`src/rtl/hex_disp_pkg.sv`:
```
// Shared constants for the Avalon hex display controller: register map,
// CTRL bit positions, segment glyphs and the blink phase encoding.
package hex_disp_pkg;

  localparam logic [2:0] REG_DATA   = 3'd0;
  localparam logic [2:0] REG_CTRL   = 3'd1;
  localparam logic [2:0] REG_BLANK  = 3'd2;
  localparam logic [2:0] REG_BLINK  = 3'd3;
  localparam logic [2:0] REG_STATUS = 3'd4;

  localparam int CTRL_EN         = 0;
  localparam int CTRL_BLINK_EN   = 1;
  localparam int CTRL_SCROLL_EN  = 2;
  localparam int CTRL_SCROLL_DIR = 3;

  localparam logic [6:0] SEG_DARK = 7'h7F;

  // Active-low gfedcba glyphs, nibble 0 in the low seven bits.
  localparam logic [111:0] GLYPH_TABLE = {
    7'h0E, 7'h06, 7'h21, 7'h46, 7'h03, 7'h08, 7'h10, 7'h00,
    7'h78, 7'h02, 7'h12, 7'h19, 7'h30, 7'h24, 7'h79, 7'h40
  };

  typedef enum logic {
    BLINK_HIDDEN  = 1'b0,
    BLINK_VISIBLE = 1'b1
  } blink_state_e;

  function automatic logic [6:0] glyph_of(input logic [3:0] nib);
    return GLYPH_TABLE[7*nib +: 7];
  endfunction

endpackage

```
`src/rtl/hex7seg_decode.sv`:
```
// Combinational nibble to active-low seven-segment glyph decoder.
module hex7seg_decode
  import hex_disp_pkg::*;
(
  input  logic [3:0] i_nibble,
  output logic [6:0] o_seg
);

  assign o_seg = glyph_of(i_nibble);

endmodule

```
`src/rtl/avalon_hex_display_ctrl.sv`:
```
// Avalon-MM slave driving NUM_DIGITS active-low seven-segment digits with
// per-digit blank/blink masks, timed nibble scrolling and a STATUS readback.
module avalon_hex_display_ctrl
  import hex_disp_pkg::*;
#(
  parameter int NUM_DIGITS = 6,
  parameter int CLK_HZ     = 50_000_000,
  parameter int BLINK_HZ   = 2
) (
  input  logic                    clk,
  input  logic                    reset_n,
  input  logic [2:0]              avs_address,
  input  logic                    avs_write,
  input  logic [31:0]             avs_writedata,
  input  logic                    avs_read,
  output logic [31:0]             avs_readdata,
  output logic [7*NUM_DIGITS-1:0] hex_export
);

  localparam int DW   = 4 * NUM_DIGITS;
  localparam int HALF = CLK_HZ / (2 * BLINK_HZ);
  localparam int CW   = (HALF > 1) ? $clog2(HALF) : 1;

  logic [DW-1:0]            r_data;
  logic [3:0]               r_ctrl;
  logic [NUM_DIGITS-1:0]    r_blank;
  logic [NUM_DIGITS-1:0]    r_blink;
  logic [7:0]               r_step_cnt;
  logic [CW-1:0]            r_tick_cnt;
  logic [31:0]              r_readdata;
  logic [7*NUM_DIGITS-1:0]  r_hex;
  blink_state_e             r_blink_state;
  blink_state_e             w_blink_next;

  logic                     w_tick;
  logic                     w_blink_phase;
  logic                     w_wr_data, w_wr_ctrl, w_wr_blank, w_wr_blink;
  logic                     w_scroll_step;
  logic [DW-1:0]            w_rot_left, w_rot_right;
  logic [7*NUM_DIGITS-1:0]  w_glyph;
  logic [7*NUM_DIGITS-1:0]  w_hex_next;
  logic [NUM_DIGITS-1:0]    w_dark;
  logic                     w_unused;

  assign w_unused   = ^avs_writedata;
  assign w_wr_data  = avs_write && (avs_address == REG_DATA);
  assign w_wr_ctrl  = avs_write && (avs_address == REG_CTRL);
  assign w_wr_blank = avs_write && (avs_address == REG_BLANK);
  assign w_wr_blink = avs_write && (avs_address == REG_BLINK);

  // Free-running timebase, independent of EN.
  assign w_tick = (r_tick_cnt == CW'(HALF - 1));

  always_ff @(posedge clk or negedge reset_n) begin
    if (!reset_n) begin
      r_tick_cnt <= '0;
    end else if (w_tick) begin
      r_tick_cnt <= '0;
    end else begin
      r_tick_cnt <= r_tick_cnt + 1'b1;
    end
  end

  // Blink FSM: state register, next-state logic, output decode.
  always_ff @(posedge clk or negedge reset_n) begin
    if (!reset_n) begin
      r_blink_state <= BLINK_VISIBLE;
    end else begin
      r_blink_state <= w_blink_next;
    end
  end

  always_comb begin
    w_blink_next = r_blink_state;
    if (w_wr_ctrl && !avs_writedata[CTRL_BLINK_EN]) begin
      w_blink_next = BLINK_VISIBLE;
    end else if (!r_ctrl[CTRL_BLINK_EN]) begin
      w_blink_next = BLINK_VISIBLE;
    end else if (w_tick) begin
      w_blink_next = (r_blink_state == BLINK_VISIBLE) ? BLINK_HIDDEN : BLINK_VISIBLE;
    end
  end

  always_comb begin
    w_blink_phase = (r_blink_state == BLINK_VISIBLE);
  end

  // Modulo indexing keeps the rotator valid for a single digit as well.
  always_comb begin
    w_rot_left  = '0;
    w_rot_right = '0;
    for (int d = 0; d < NUM_DIGITS; d++) begin
      w_rot_left[4*((d+1) % NUM_DIGITS) +: 4] = r_data[4*d +: 4];
      w_rot_right[4*d +: 4] = r_data[4*((d+1) % NUM_DIGITS) +: 4];
    end
  end

  assign w_scroll_step = w_tick && r_ctrl[CTRL_SCROLL_EN] && !w_wr_data;

  always_ff @(posedge clk or negedge reset_n) begin
    if (!reset_n) begin
      r_data     <= '0;
      r_ctrl     <= '0;
      r_blank    <= '0;
      r_blink    <= '0;
      r_step_cnt <= '0;
    end else begin
      if (w_wr_data) begin
        r_data <= avs_writedata[DW-1:0];
      end else if (w_scroll_step) begin
        r_data <= r_ctrl[CTRL_SCROLL_DIR] ? w_rot_right : w_rot_left;
      end
      if (w_scroll_step) r_step_cnt <= r_step_cnt + 8'd1;
      if (w_wr_ctrl)  r_ctrl  <= avs_writedata[3:0];
      if (w_wr_blank) r_blank <= avs_writedata[NUM_DIGITS-1:0];
      if (w_wr_blink) r_blink <= avs_writedata[NUM_DIGITS-1:0];
    end
  end

  // Read data reflects pre-edge state, so a same-edge write returns the old value.
  always_ff @(posedge clk or negedge reset_n) begin
    if (!reset_n) begin
      r_readdata <= '0;
    end else if (avs_read) begin
      case (avs_address)
        REG_DATA:   r_readdata <= 32'(r_data);
        REG_CTRL:   r_readdata <= 32'(r_ctrl);
        REG_BLANK:  r_readdata <= 32'(r_blank);
        REG_BLINK:  r_readdata <= 32'(r_blink);
        REG_STATUS: r_readdata <= {16'h0000, r_step_cnt, 7'h00, w_blink_phase};
        default:    r_readdata <= '0;
      endcase
    end
  end

  generate
    for (genvar gi = 0; gi < NUM_DIGITS; gi++) begin : g_digit
      hex7seg_decode u_dec (
        .i_nibble (r_data[4*gi +: 4]),
        .o_seg    (w_glyph[7*gi +: 7])
      );
      assign w_dark[gi] = !r_ctrl[CTRL_EN] || r_blank[gi] ||
                          (r_blink[gi] && !w_blink_phase);
      assign w_hex_next[7*gi +: 7] = w_dark[gi] ? SEG_DARK : w_glyph[7*gi +: 7];
    end
  endgenerate

  always_ff @(posedge clk or negedge reset_n) begin
    if (!reset_n) begin
      r_hex <= '1;
    end else begin
      r_hex <= w_hex_next;
    end
  end

  assign avs_readdata = r_readdata;
  assign hex_export   = r_hex;

endmodule

```
`config.mk`:
```
export PLATFORM = sky130hd
export DESIGN_NAME = avalon_hex_display_ctrl
export DESIGN_NICKNAME = d
export VERILOG_FILES = /design/src/rtl/hex_disp_pkg.sv /design/src/rtl/hex7seg_decode.sv /design/src/rtl/avalon_hex_display_ctrl.sv
export SDC_FILE = /design/constraint.sdc
export NUM_CORES = 1
export LEC_CHECK = 0
export CAP_MARGIN = 10
export CORE_AREA = 2 2 119 121
export CTS_CLUSTER_SIZE = 24
export DETAILED_ROUTE_END_ITERATION = 6
export DIE_AREA = 0 0 121 123
export PLACE_DENSITY = 0.9
export SYNTH_ARGS = -nofsm -noshare
export SYNTH_HDL_FRONTEND = slang
export SYNTH_HIERARCHICAL = 1
export SYNTH_SLANG_ARGS = --single-unit
```
`constraint.sdc`:
```
create_clock -name clk -period 3.2 [get_ports clk]
set_input_delay 0.64 -clock clk [delete_from_list [all_inputs] [get_ports clk]]
set_output_delay 0.64 -clock clk [all_outputs]
set_load 0.02 [all_outputs]
```
======== After elaboration in Yosys (flattened, before gate mapping) ========
Cells that the tools add are included.
operators by class
  add/subtract/negate cells ............... 2
  multiply operators ...................... 6
  equal/unequal tests ..................... 6
  shifts and indexed selects .............. 6
  muxes and demuxes ....................... 15
  reduce and logical (&&, ||, !) cells .... 31
operators by type and width
  cell                                                                          number
  112-bit by 8-bit indexed part select with 7-bit output, first input constant  6
  24-bit one-hot mux with 5 select lines                                        1
  24-bit two-way mux                                                            4
  3-bit by 4-bit multiplier with 7-bit output, first input constant             6
  7-bit two-way mux                                                             6
  24-bit by 1-bit adder with 24-bit output, second input constant               1
  24-bit equality test, second input constant                                   1
  1-bit logical AND                                                             13
  1-bit logical OR                                                              12
  8-bit by 1-bit adder with 8-bit output, second input constant                 1
  3-bit by 2-bit equality test with 1-bit output, second input constant         2
  1-bit zero test                                                               4
  1-bit two-way mux                                                             4
  3-bit by 1-bit equality test with 1-bit output, second input constant         1
  3-bit equality test, second input constant                                    1
  3-bit zero test                                                               1
  3-bit by 1-bit inequality test with 1-bit output, second input constant       1
  2-bit nonzero test                                                            1
storage, ports and cells
  register bits ........................... 147
  output and inout bits ................... 74

======== Depth between registers and ports, before layout ========
Gate-level depths: netlist (run 1).
  depth after elaboration ................. 6
  gate-level depth with buffers ........... 7
  mapped depth without buffers ............ 6

======== By module ========
Netlist (run 1), hierarchy kept.
by module, submodules not included
  module                   times used  cells an instance  area each (sq um)  seq. area each (sq um)
  avalon_hex_display_ctrl  1           573                6500.0             3532.1
  hex7seg_decode           6           36                 252.7              0.0

======== Least setup slack after synthesis (run 1) ========
Ideal clock, no wire load.
  path kind ............................... input-to-reg
  start point ............................. input avs_address[2]
  end point ............................... register r_data[13]
  arrival ................................. 2.037 ns
  data required time ...................... 3.074 ns
  setup slack ............................. 1.036 ns
  stages on the path ...................... 5
  buffers on the path ..................... 3
  path through ............................ buf_2 > or4b_1 > clkbuf_1 > clkbuf_1 > a311o_1
on the way
  word-level cells in the longest chain between the ends .. 5
  elaborated cells on any way between the ends .. 6
  those cells by class .................... mux: 1; reduce/logical: 5
RTL lines
  element                              RTL line                        text
  start, declared                      avalon_hex_display_ctrl.sv:12   input logic [2:0] avs_address,
  3-bit zero test *                    avalon_hex_display_ctrl.sv:46   assign w_wr_data = avs_write && (avs_address == REG_DATA);
  1-bit logical AND *                  avalon_hex_display_ctrl.sv:46
  1-bit zero test                      avalon_hex_display_ctrl.sv:98   assign w_scroll_step = w_tick && r_ctrl[CTRL_SCROLL_EN] && !w_wr_data;
  1-bit logical AND                    avalon_hex_display_ctrl.sv:98
  2-bit nonzero test (no source line)  n/a
  end signal, assigned                 avalon_hex_display_ctrl.sv:109  r_data <= avs_writedata[DW-1:0];
  end signal, assigned                 avalon_hex_display_ctrl.sv:111  r_data <= r_ctrl[CTRL_SCROLL_DIR] ? w_rot_right : w_rot_left;
  end, declared                        avalon_hex_display_ctrl.sv:24   logic [DW-1:0] r_data;
Every way passes the cells marked *; elsewhere a longest branch is shown, timed or not.
A chain may end at the register's enable or synchronous reset.

======== Final worst setup path (run 1) ========
  start point ............................. register r_tick_cnt[0]
  end point ............................... register r_step_cnt[1]
on the way
  word-level cells in the longest chain between the ends .. 3
RTL lines
  element                          RTL line                        text
  start, declared                  avalon_hex_display_ctrl.sv:29   logic [CW-1:0] r_tick_cnt;
  start signal, assigned           avalon_hex_display_ctrl.sv:60   r_tick_cnt <= r_tick_cnt + 1'b1;
  24-bit equality test             avalon_hex_display_ctrl.sv:52   assign w_tick = (r_tick_cnt == CW'(HALF - 1));
  1-bit logical AND (2 in series)  avalon_hex_display_ctrl.sv:98
  end signal, assigned             avalon_hex_display_ctrl.sv:113  if (w_scroll_step) r_step_cnt <= r_step_cnt + 8'd1;
  end, declared                    avalon_hex_display_ctrl.sv:28   logic [7:0] r_step_cnt;
No other way between the ends.

==> impl_results.md, run 1 <==
* Vias per inst at 5.92
* Core Box Area at between 0.01 and 0.015 mm2
* FF-to-FF Start: r_tick_cnt[0]$_DFF_PN0_
* CP Class: reg2reg
* Clk_lat worst skew at 0.43 ns
* Mapped Cells at between 700 and 800
* Skew final at around 0.012 ns
* Critical path arrival at 2.64 ns
* Synthesized cell area at roughly 0.0080 mm2
* Synth Area in Compound Gates at roughly 11%
* Fin nets at 957
* Setup tns final at 0 ns
* Mean Syn Cell Area at 10.2 um2
* DRT Wirelength at approximately 19000 um
* Post-synthesis simple-gate area fraction at slightly below 20%
* Logic pwr share at between 20% and 30%
* Ports at between 100 and 150
* Global-route wire length before repair at between 30000 and 40000 um
* Die H at ~120 um
* Pre-Repair DR Iteration Count at 5
* Final Max Slew Viols at 0
* Routability congestion estimate at 0.862
* Mux contribution to synthesized area at 9.69%
* Postcts setup bufs at 0
* Relative slew margins at between 20 and 30%
* Core Util, Final at 70.7%
* Max_cap viols at 0
* Min Tclk post-route at 2.33 ns
* # DRC at 0
* Drt wl/cell at roughly 17 um
* Number of global-route vias before repair at 6197
* Via count at between 6000 and 7000
* Most common cell after layout, fill and taps aside: dfrtp_1
* Hold WS at between 0.2 and 0.3 ns
* Leakage dissipation at between 4 and 5 nW
* Clock slew at reported path FFs at roughly 0.06 ns
* Yosys reg bits at ~140
* Post-cts resize count at 0
* Crit end category: flop
* EDFF count, synth at 0
* Initial antenna violation count at 0
* Yosys warnings at 6
* Period utilisation layout at 72.8%
* # rows at between 40 and 50
* Unrepaired setup endpoints after global routing: no
* Antenna viol nets, final at 0
* Layout cells sized above 1 at 13.9%
* Largest family of logic cells by synthesized area: simple AND/OR/NAND/NOR gates
* Clk pwr share at a little under a third
* Die area at around 0.015 mm2
* Worst Path Required at 3.51 ns
* Clock buffer depth at 2
* Slew @ Worst Pin at between 1 and 1.5 ns
* Sw power at 1.84 mW
* DIE WIDTH at 121 um
* Async S/R FF share, synth at between 90% and 100%
* Seq/Total Area, Yosys at about 44%
* Status: finished, final reports clean
* ANT cells at 0
* TritonCTS Sinks at approximately 140
* Setup Viol. Count Final at 0
* Max VDD drop at 0.000343 V
* CTS root buffer: clkbuf_16
* H-Tree Depth at 4
* Post-Synth XOR/XNOR Area at under 10%
* DRT iter0 DRCs at approximately 600
* Largest net degree at the start of global routing at between 90 and 100
* End of the worst register-to-register path: r_step_cnt[1]$_DFFE_PN0P_
* Type of the worst min-delay path: in2async
* Fin. Hold Viols at 0
* Number of distinct library cells after synthesis at 53
* CTS Buf Count at 17
* PD cells at about 600 mW/mm2
* Post-Synth Adder-Cell Area at under 10%
* Switching Share at roughly 31%
* Input/output buffers at 96
* Area grow syn2layout at 20.0%
* R2R Setup Slk at 0.87 ns
* Seq pwr share at 41.6%
* CP Launch Type: flop
* Internal at 4.04 mW
* Reg2Reg Depth at 6
* Most frequent cells in the layout: dfrtp_1 (96), clkdlybuf4s50_1 (95), nand2_1 (61), inv_1 (45), mux2i_1 (45)
* Cts hold-fix bufs at 0
* CTS tree: done
* Tot GR Track Use at around a quarter
* Ys flop type: dfrtp_1
* Congestion Overflow GR at 0
* DP Wirelength at between 10000 and 15000 um
* Highest clock rate at approximately 430 MHz
* Initial core utilization at 58.9%
* Critical path fanouts, max at 33
-- sequential cells by signal, summed over array words and instances, names as in the netlist --
signal	count
avs_readdata	24
hex_export	42
r_blank	6
r_blink	6
r_blink_state	1
r_ctrl	4
r_data	24
r_step_cnt	8
r_tick_cnt	24
-- critical path: stages, from the launching register on --
cell and delay, ns:
dfrtp_1 0.38, ha_1 0.24, and4_1 0.35, nand4_2 0.15
buf_4 0.27, nor3_1 0.43, mux2_2 0.39
-- Yosys cell counts (7+ instances only) --
library cell,n,area [um2]
a21oi_1,12,60.1
dfrtp_1,96,2400
nor3_1,7,35.0
xnor2_1,10,87.6
a311o_1,24,240
mux2i_1,45,450
ha_1,44,551
buf_2,9,45.0
clkbuf_1,27,101
nor4_1,33,206
or2_1,7,43.8
a31oi_1,8,50.1
xor2_1,11,96.3
dfstp_2,43,1130
nand4_1,9,56.3
buf_4,8,60.1
o22ai_1,19,119
o21ai_0,39,195
mux2_2,23,259
nand2b_1,44,275
and3_1,7,43.8
nand2_1,61,229
inv_1,45,169
o21ai_1,18,90.1
nand3_1,23,115
nor2_1,10,37.5
and2_1,26,163
nor2b_1,9,56.3
buf_6,9,101
-- kinds of logic after synthesis --
family	count (synthesis)
AND/OR/NAND/NOR	273
AO/OA/AOI/OAI	139
flip-flops	139
buffers and inverters	101
multiplexers	71
adder cells (fa/ha/maj)	44
XOR/XNOR	21
other	1
-- how the worst max path moves through the flow --
| stage | startpoint | to | cells past startpoint |
|---|---|---|---|
| 3_3_place_gp | avs_address[2] | r_data[22]$_DFFE_PN0P_ | 5 |
| 3_5_place_dp | avs_address[2] | r_data[22]$_DFFE_PN0P_ | 5 |
| 4_1_cts | r_tick_cnt[0]$_DFF_PN0_ | r_step_cnt[1]$_DFFE_PN0P_ | 6 |
| 2_1_floorplan | avs_address[2] | r_data[13]$_DFFE_PN0P_ | 5 |
| 6_report | r_tick_cnt[0]$_DFF_PN0_ | r_step_cnt[1]$_DFFE_PN0P_ | 6 |
| 5_1_grt | r_tick_cnt[0]$_DFF_PN0_ | r_step_cnt[1]$_DFFE_PN0P_ | 6 |
-- power by group through the flow --
stage	Clock [mW]	Sequential, mW	Combinational [mW]
after global routing	1.98	2.48	1.72
after CTS	1.89	2.43	1.57
after detailed placement	0	2.46	1.56
final	1.86	2.44	1.57
after floorplan	0	2.50	0.931
after global placement	0	2.44	1.50
-- cell type report --
type / count / area [um2]
Inverter: 45 / 169
Timing Repair Buffer: 115 / 1100
Clock buffer: 25 / 497
Fill cell: 946 / 3990
Tap cell: 180 / 225
Clock inverter: 7 / 63.8
Sequential cell: 139 / 3530
Multi-Input combinational cell: 556 / 4030
-- metal layers --
layer  GRT usage (%)  wire (um)  up-vias  share of wire [%]
met1            32.7       7680     3064                 41
met3            5.40        991       63                5.3
li1                -          -     2941                  -
met2            42.8       9220      250                 50
met5               0          0        -                  0
met4            13.7        657        0                3.5
-- through the flow --
step / total power [mW] / setup WS [ns] / cells / area [um2]
finish: 5.87 / 0.870 / 1067 / 9620
global placement: 3.94 / 0.570 / 1035 / 9060
detailed placement: 4.01 / 0.497 / 1035 / 9060
floorplan: 3.43 / 1.04 / 796 / 8040
CTS: 5.89 / 0.891 / 1067 / 9620
global route: 6.18 / 0.724 / 1067 / 9620
Note: power is estimated with default switching activity, not from simulation.
==> run 2: changes to the inputs <==
CORE_AREA = 2 2 130 132   (was 2 2 119 121)
DIE_AREA = 0 0 132 134   (was 0 0 121 123)
PLACE_DENSITY = 0.81   (was 0.9)
clock period = 2 ns   (was 3.2 ns; I/O delays follow)
==> run 2 against run 1 <==
Global-route usage shrank 3.6 points. Total power is 63% higher. Critical endpoint is now hex_export[22]. Core utilization shrank 8.5 points. Register-to-register slack lost 0.80 ns. Die area grew 19%. Routed wire length grew 5.0%. First-iteration DRC count fell by 26%. Critical path depth down 5. Clock power rose by 64%. Worst hold slack better by 0.20 ns. Via count rose by 2.4%.
==> impl_results.md, run 2 (synthesis results as in run 1) <==
* Status: finished, final reports clean
* Number of global-route vias before repair at 6331 (+2.2%)
* PD cells at 946 mW/mm2 (+55%)
* Vias per inst at 5.62 (-5.1%)
* TritonCTS Sinks at 139 (unchanged)
* Die H at 134 um (+8.9%)
* # DRC at 0 (unchanged)
* Crit end category: output port
* Max VDD drop at 0.000760 V (+120%)
* Input/output buffers at 96 (unchanged)
* Initial core utilization at 49.2% (-9.7 points)
* Leakage dissipation at 4.33 nW (+6.5%)
* Sw power at 2.95 mW (+61%)
* Clock buffer depth at 2 (unchanged)
* Min Tclk post-route at 1.95 ns
* Post-place setup slack at -0.0925 ns (-0.590 ns)
* Critical path, cell by cell: clkdlybuf4s50_1
* Worst setup path start: hex_export[22]$_DFF_PN1_
* DRT iter0 DRCs at 440 (-26%)
* Crit-path leading delay family: buffers and inverters
* Unrepaired setup endpoints after global routing: no
* Antenna viol nets, final at 0 (unchanged)
* Filler cell count at 1324 (+40%)
* Core Box Area at 0.0163 mm2 (+20%)
* DIE WIDTH at 132 um (+9.1%)
* Internal at 6.63 mW (+64%)
* Initial antenna violation count at 1 (+1)
* Sequential cell area at 0.00353 mm2 (about the same)
* Logic pwr share at 27.9% (+1.2 points)
* Period utilisation layout at 97.7%
* Ports at 113 (unchanged)
* Layout cells sized above 1 at 18.4% (+4.5 points)
* Tot GR Track Use at 22.5% (-3.6 points)
* Slowest CP cell: clkdlybuf4s50_1
* Slew @ Worst Pin at 0.618 ns (-0.431 ns)
* Highest clock rate at around 510 MHz
* Critical path fanouts, max at 1 (-97%)
* Worst Path Required at 1.60 ns (-1.91 ns)
* Multi-input logic area at 0.00406 mm2 (+0.62%)
* CP Launch Type: flop
* Die area at 0.0177 mm2 (+19%)
* Largest register FFs at 42 (unchanged)
* Area grow syn2layout at 26.3%
* Pre-Repair DR Iteration Count at 5 (unchanged)
* Most frequent cells in the layout: dfrtp_1 (95), clkdlybuf4s50_1 (95), nand2_1 (61), buf_4 (54)
* CP Class: reg2out
* Via count at 6468 (+2.4%)
* Skew final at 0.00981 ns (-0.00196 ns)
* CTS tree: done
* # rows at 47 (+9.3%)
* CTS Buf Count at 17 (unchanged)
* Setup Viol. Count Final at 0 (unchanged)
* Final Max Slew Viols at 0 (unchanged)
* CP peak stage delay at 0.61 ns (+0.18 ns)
* Clk pwr share at 31.9% (+0.2 points)
* H-Tree Depth at 4 (unchanged)
* Drt wl/cell at 16.9 um (-2.6%)
* Max_cap viols at 0 (unchanged)
* Congestion Overflow GR at 0 (unchanged)
* DRT Wirelength at 19500 um (+5.0%)
* Clk_lat worst skew at 0.42 ns (about the same)
* Hold WS at 0.485 ns (+0.200 ns)
* Switching Share at 30.8% (-0.45 points)
* Relative slew margins at 58.8% (+29 points)
* FF-to-FF Start: r_tick_cnt[3]$_DFF_PN0_
* Clock slew at reported path FFs at 0.06 ns (about the same)
* PnR worst setup slack at 0.0453 ns (-0.825 ns)
* Worst path buffer plus inverter count at 1 (unchanged)
* Type of the worst min-delay path: in2async
* CTS root buffer: clkbuf_16
* Seq pwr share at 40.3% (-1.3 points)
* DP Wirelength at 13400 um (+6.1%)
* Critical path arrival at 1.55 ns (-1.09 ns)
* Largest net degree at the start of global routing at 49 (-49%)
* Global-route wire length before repair at 31700 um (+4.7%)
* Routability congestion estimate at 0.857 (-0.60%)
* Fin. Hold Viols at 0 (unchanged)
* Fin nets at 1000 (+4.5%)
run 2: cell types whose count changed in the layout (fill, tap and decap cells not counted), moves of 2 or more:
cell    change
buf_4      +35
nor4_1      -2
buf_12      +7
nor4_2      +2
run 2: worst register-to-register path, stage by stage, from the launching register on:
cell and delay [ns]:
dfrtp_1 0.41, nand3_1 0.15, or4_4 0.63, or4_1 0.50, a21oi_1 0.17
run 2: path summary, 6_finish.rpt:
check	end	slack [ns]	cells past startpoint
worst max-delay path	hex_export[22]	0.05	1
worst min-delay path	r_data[21]$_DFFE_PN0P_	0.48	2
worst max register to register	r_tick_cnt[23]$_DFF_PN0_	0.07	4
worst min register to register	r_step_cnt[7]$_DFFE_PN0P_	0.49	1
max in group asynchronous	hex_export[6]$_DFF_PN1_	0.81	3
min in group clk	r_step_cnt[7]$_DFFE_PN0P_	0.49	1
run 2: metrics by stage:
step	instances	setup TNS, ns	power, mW	cell area [um2]	utilization, %
finish	1151	0	9.58	10100	62.2
floorplan	796	0	5.50	8040	-
global route	1150	0	10.1	10100	62.2
CTS	1149	0	9.61	10100	61.9
global placement	1116	-2.23	6.43	9510	58.4
detailed placement	1116	-2.70	6.53	9510	58.4
run 2: cell type report:
cell class	count	area share [%]
Inverter	45	1.67
Tap cell	220	2.72
Clock inverter	8	0.914
Sequential cell	139	34.9
Timing Repair Buffer	158	15.0
Antenna cell	1	0.0247
Multi-Input combinational cell	556	40.0
Clock buffer	24	4.76
run 2: repair_timing:
item	4_1_cts	5_1_grt
endpoints found under the setup margin	0	29
setup buffers	0	1
hold buffers	1	0
gates resized for setup	0	6
hold endpoints to repair	40	0
run 2: power groups by stage:
stage	Sequential (mW)	Clock, mW	Combinational [mW]
2_1_floorplan	4.01	0	1.49
3_3_place_gp	3.87	0	2.57
3_5_place_dp	3.89	0	2.64
4_1_cts	3.84	3.09	2.68
5_1_grt	3.93	3.22	2.90
6_report	3.86	3.05	2.67
run 2: per-layer routing:
layer  vias up  global-route usage (%)  share of wire (%)
li1       3042                       -                  -
met1      3189                    28.2                 43
met2       209                    39.0                 50
met3        28                    4.80                5.3
met4         0                    7.13                1.7
met5         -                       0                  0
==> run 3: changes to the inputs <==
RECOVER_POWER = 100   (was not set)
==> run 3 against run 2 <==
Critical path depth did not move. Setup slack lost 0.0037 ns. Clock-buffer cell count is the same. First-iteration DRC count fell by 5.7%. Clock power is essentially flat. Global-route usage unchanged. Core utilization decreased by 0.50 points. Total power fell by 0.60%. Final area fell by 0.80%. Sequential power about the same. Largest power group unchanged.
==> impl_results.md, run 3 (synthesis results as in run 1) <==
* Slew @ Worst Pin at 1.25 ns (+0.636 ns)
* Max_cap viols at 0 (unchanged)
* R2R Setup Slk at 0.07 ns (about the same)
* Number of global-route vias before repair at 6331 (unchanged)
* Hold depth at 1
* Ports at 113 (unchanged)
* CP Launch Type: flop
* Tot GR Track Use at 22.5% (unchanged)
* Clk_lat worst skew at 0.42 ns (about the same)
* Congestion Overflow GR at 0 (unchanged)
* Min Tclk post-route at 1.96 ns (+0.00368 ns)
* Initial core utilization at 49.2% (unchanged)
* Relative slew margins at 16.4% (-42 points)
* TritonCTS Sinks at 139 (unchanged)
* End of the worst register-to-register path: r_tick_cnt[23]$_DFF_PN0_
* Max VDD drop at 0.000758 V (-0.15%)
* Period utilisation layout at 97.9% (+0.18 points)
* FF-to-FF Start: r_tick_cnt[3]$_DFF_PN0_
* Final Instance Area at 0.0100 mm2 (-0.80%)
* Fin nets at 1000 (unchanged)
* Crit end category: output port
* Most common cell after layout, fill and taps aside: dfrtp_1
* Final Max Slew Viols at 0 (unchanged)
* Setup Viol. Count Final at 0 (unchanged)
* Final non-filler cell total at 1151 (unchanged)
* # DRC at 0 (unchanged)
* Status: finished, final reports clean
* Critical path, cell by cell: clkdlybuf4s50_1
* Antenna viol nets, final at 0 (unchanged)
* Core Box Area at 0.0163 mm2 (unchanged)
* Type of the worst min-delay path: reg2reg
* PnR worst setup slack at 0.0416 ns (-0.00368 ns)
* Worst Path Required at 1.60 ns (about the same)
* Hold EP: r_step_cnt[7]$_DFFE_PN0P_
* Die H at 134 um (unchanged)
* DIE WIDTH at 132 um (unchanged)
* Critical path fanouts, max at 1 (unchanged)
* CTS Buf Count at 17 (unchanged)
* DP Wirelength at 13400 um (unchanged)
* H-Tree Depth at 4 (unchanged)
* Die area at 0.0177 mm2 (unchanged)
* Input/output buffers at 96 (unchanged)
* Critical path arrival at 1.56 ns (about the same)
* DRT Wirelength at 19500 um (about the same)
* Clock slew at reported path FFs at 0.06 ns (about the same)
* Slowest CP cell: clkdlybuf4s50_1
* Reg2Reg Depth at 4 (unchanged)
* Leakage dissipation at 4.34 nW (+0.19%)
* Worst path buffer plus inverter count at 1 (unchanged)
* DRT iter0 DRCs at 415 (-5.7%)
* Cell total after placement at 1116 (unchanged)
* Power Total at 9.52 mW (-0.60%)
* Area grow syn2layout at 25.3%
* Global-route wire length before repair at 31700 um (unchanged)
* Drt wl/cell at 16.9 um (about the same)
* Fin. Hold Viols at 0 (unchanged)
* Routability congestion estimate at 0.857 (unchanged)
* Initial antenna violation count at 1 (unchanged)
* CP Class: reg2out
* Hold WS at 0.503 ns (+0.0184 ns)
* Largest register FFs at 42 (unchanged)
* Core Util, Final at 61.7% (-0.50 points)
* CTS root buffer: clkbuf_16
* Crit-path leading delay family: buffers and inverters
* Highest clock rate at 511 MHz (-0.19%)
* PD cells at 948 mW/mm2 (+0.20%)
* Clock buffer depth at 2 (unchanged)
* # rows at 47 (unchanged)
* Post-place setup slack at -0.0925 ns (unchanged)
* CP peak stage delay at 0.62 ns (about the same)
* Unrepaired setup endpoints after global routing: no
* Vias per inst at 5.58 (-0.71%)
* Hold Path Origin: r_step_cnt[7]$_DFFE_PN0P_
* Largest net degree at the start of global routing at 49 (unchanged)
* Most frequent cells in the layout: dfrtp_1 (95), clkdlybuf4s50_1 (69), nand2_1 (61), o21ai_0 (54)
* Via count at 6422 (-0.71%)
* Placed inst area at 0.00951 mm2 (unchanged)
* CTS tree: done
* Setup tns final at 0 ns (unchanged)
* Skew final at 0.00974 ns (-0.0000766 ns)
* Layout cells sized above 1 at 17.0% (-1.4 points)
* Pre-Repair DR Iteration Count at 5 (unchanged)
[run 3: cell count changes in the layout (fill, tap and decap cells not counted), moves of 4 or more]
cell and change:
a21boi_0 +4, clkdlybuf4s50_1 -26, clkbuf_2 +5, o21ai_0 +15, dlygate4sd3_1 +26, buf_4 -15
clkbuf_1 +11, o21ai_1 -15, a21boi_1 -4
[run 3: cell type report]
cell class / count / area [um2]
Antenna cell: 1 / 2.50
Inverter: 45 / 169
Multi-Input combinational cell: 556 / 4040
Tap cell: 220 / 275
Sequential cell: 139 / 3530
Fill cell: 1345 / 6240
Clock buffer: 24 / 482
Clock inverter: 8 / 92.6
Timing Repair Buffer: 158 / 1450
[run 3: worst max-delay path by stage]
stage	cells after the start	endpoint	slack, ns	start
final	1	hex_export[22]	0.04	hex_export[22]$_DFF_PN1_
after global routing	6	r_data[6]$_DFFE_PN0P_	0.004	r_tick_cnt[1]$_DFF_PN0_
after CTS	1	hex_export[22]	0.03	hex_export[22]$_DFF_PN1_
after detailed placement	6	r_data[22]$_DFFE_PN0P_	-0.09	avs_address[2]
after global placement	6	r_data[22]$_DFFE_PN0P_	-0.09	avs_address[2]
after floorplan	7	r_data[10]$_DFFE_PN0P_	0.04	r_tick_cnt[0]$_DFF_PN0_
[run 3: timing repair]
action / 4_1_cts / 5_1_grt
hold buffers: 1 / 0
setup endpoints to repair: 0 / 29
endpoints found under the hold margin: 40 / 0
buffers inserted: 0 / 1
gates resized for setup: 0 / 6
[run 3: where the power goes]
| group | switching, mW | leakage, nW | internal, mW | total, mW |
|---|---|---|---|---|
| clock network | 1.13 | 0.284 | 1.92 | 3.05 |
| registers | 0.509 | 1.69 | 3.35 | 3.86 |
| logic | 1.30 | 2.37 | 1.32 | 2.61 |
| total | 2.94 | 4.34 | 6.58 | 9.52 |
[run 3: per-layer routing]
metal,share of wire (%),track usage (%),wire (um)
met5,0,0,0
met4,1.8,7.13,351
met3,4.8,4.80,937
met2,50,39.0,9760
met1,43,28.2,8420
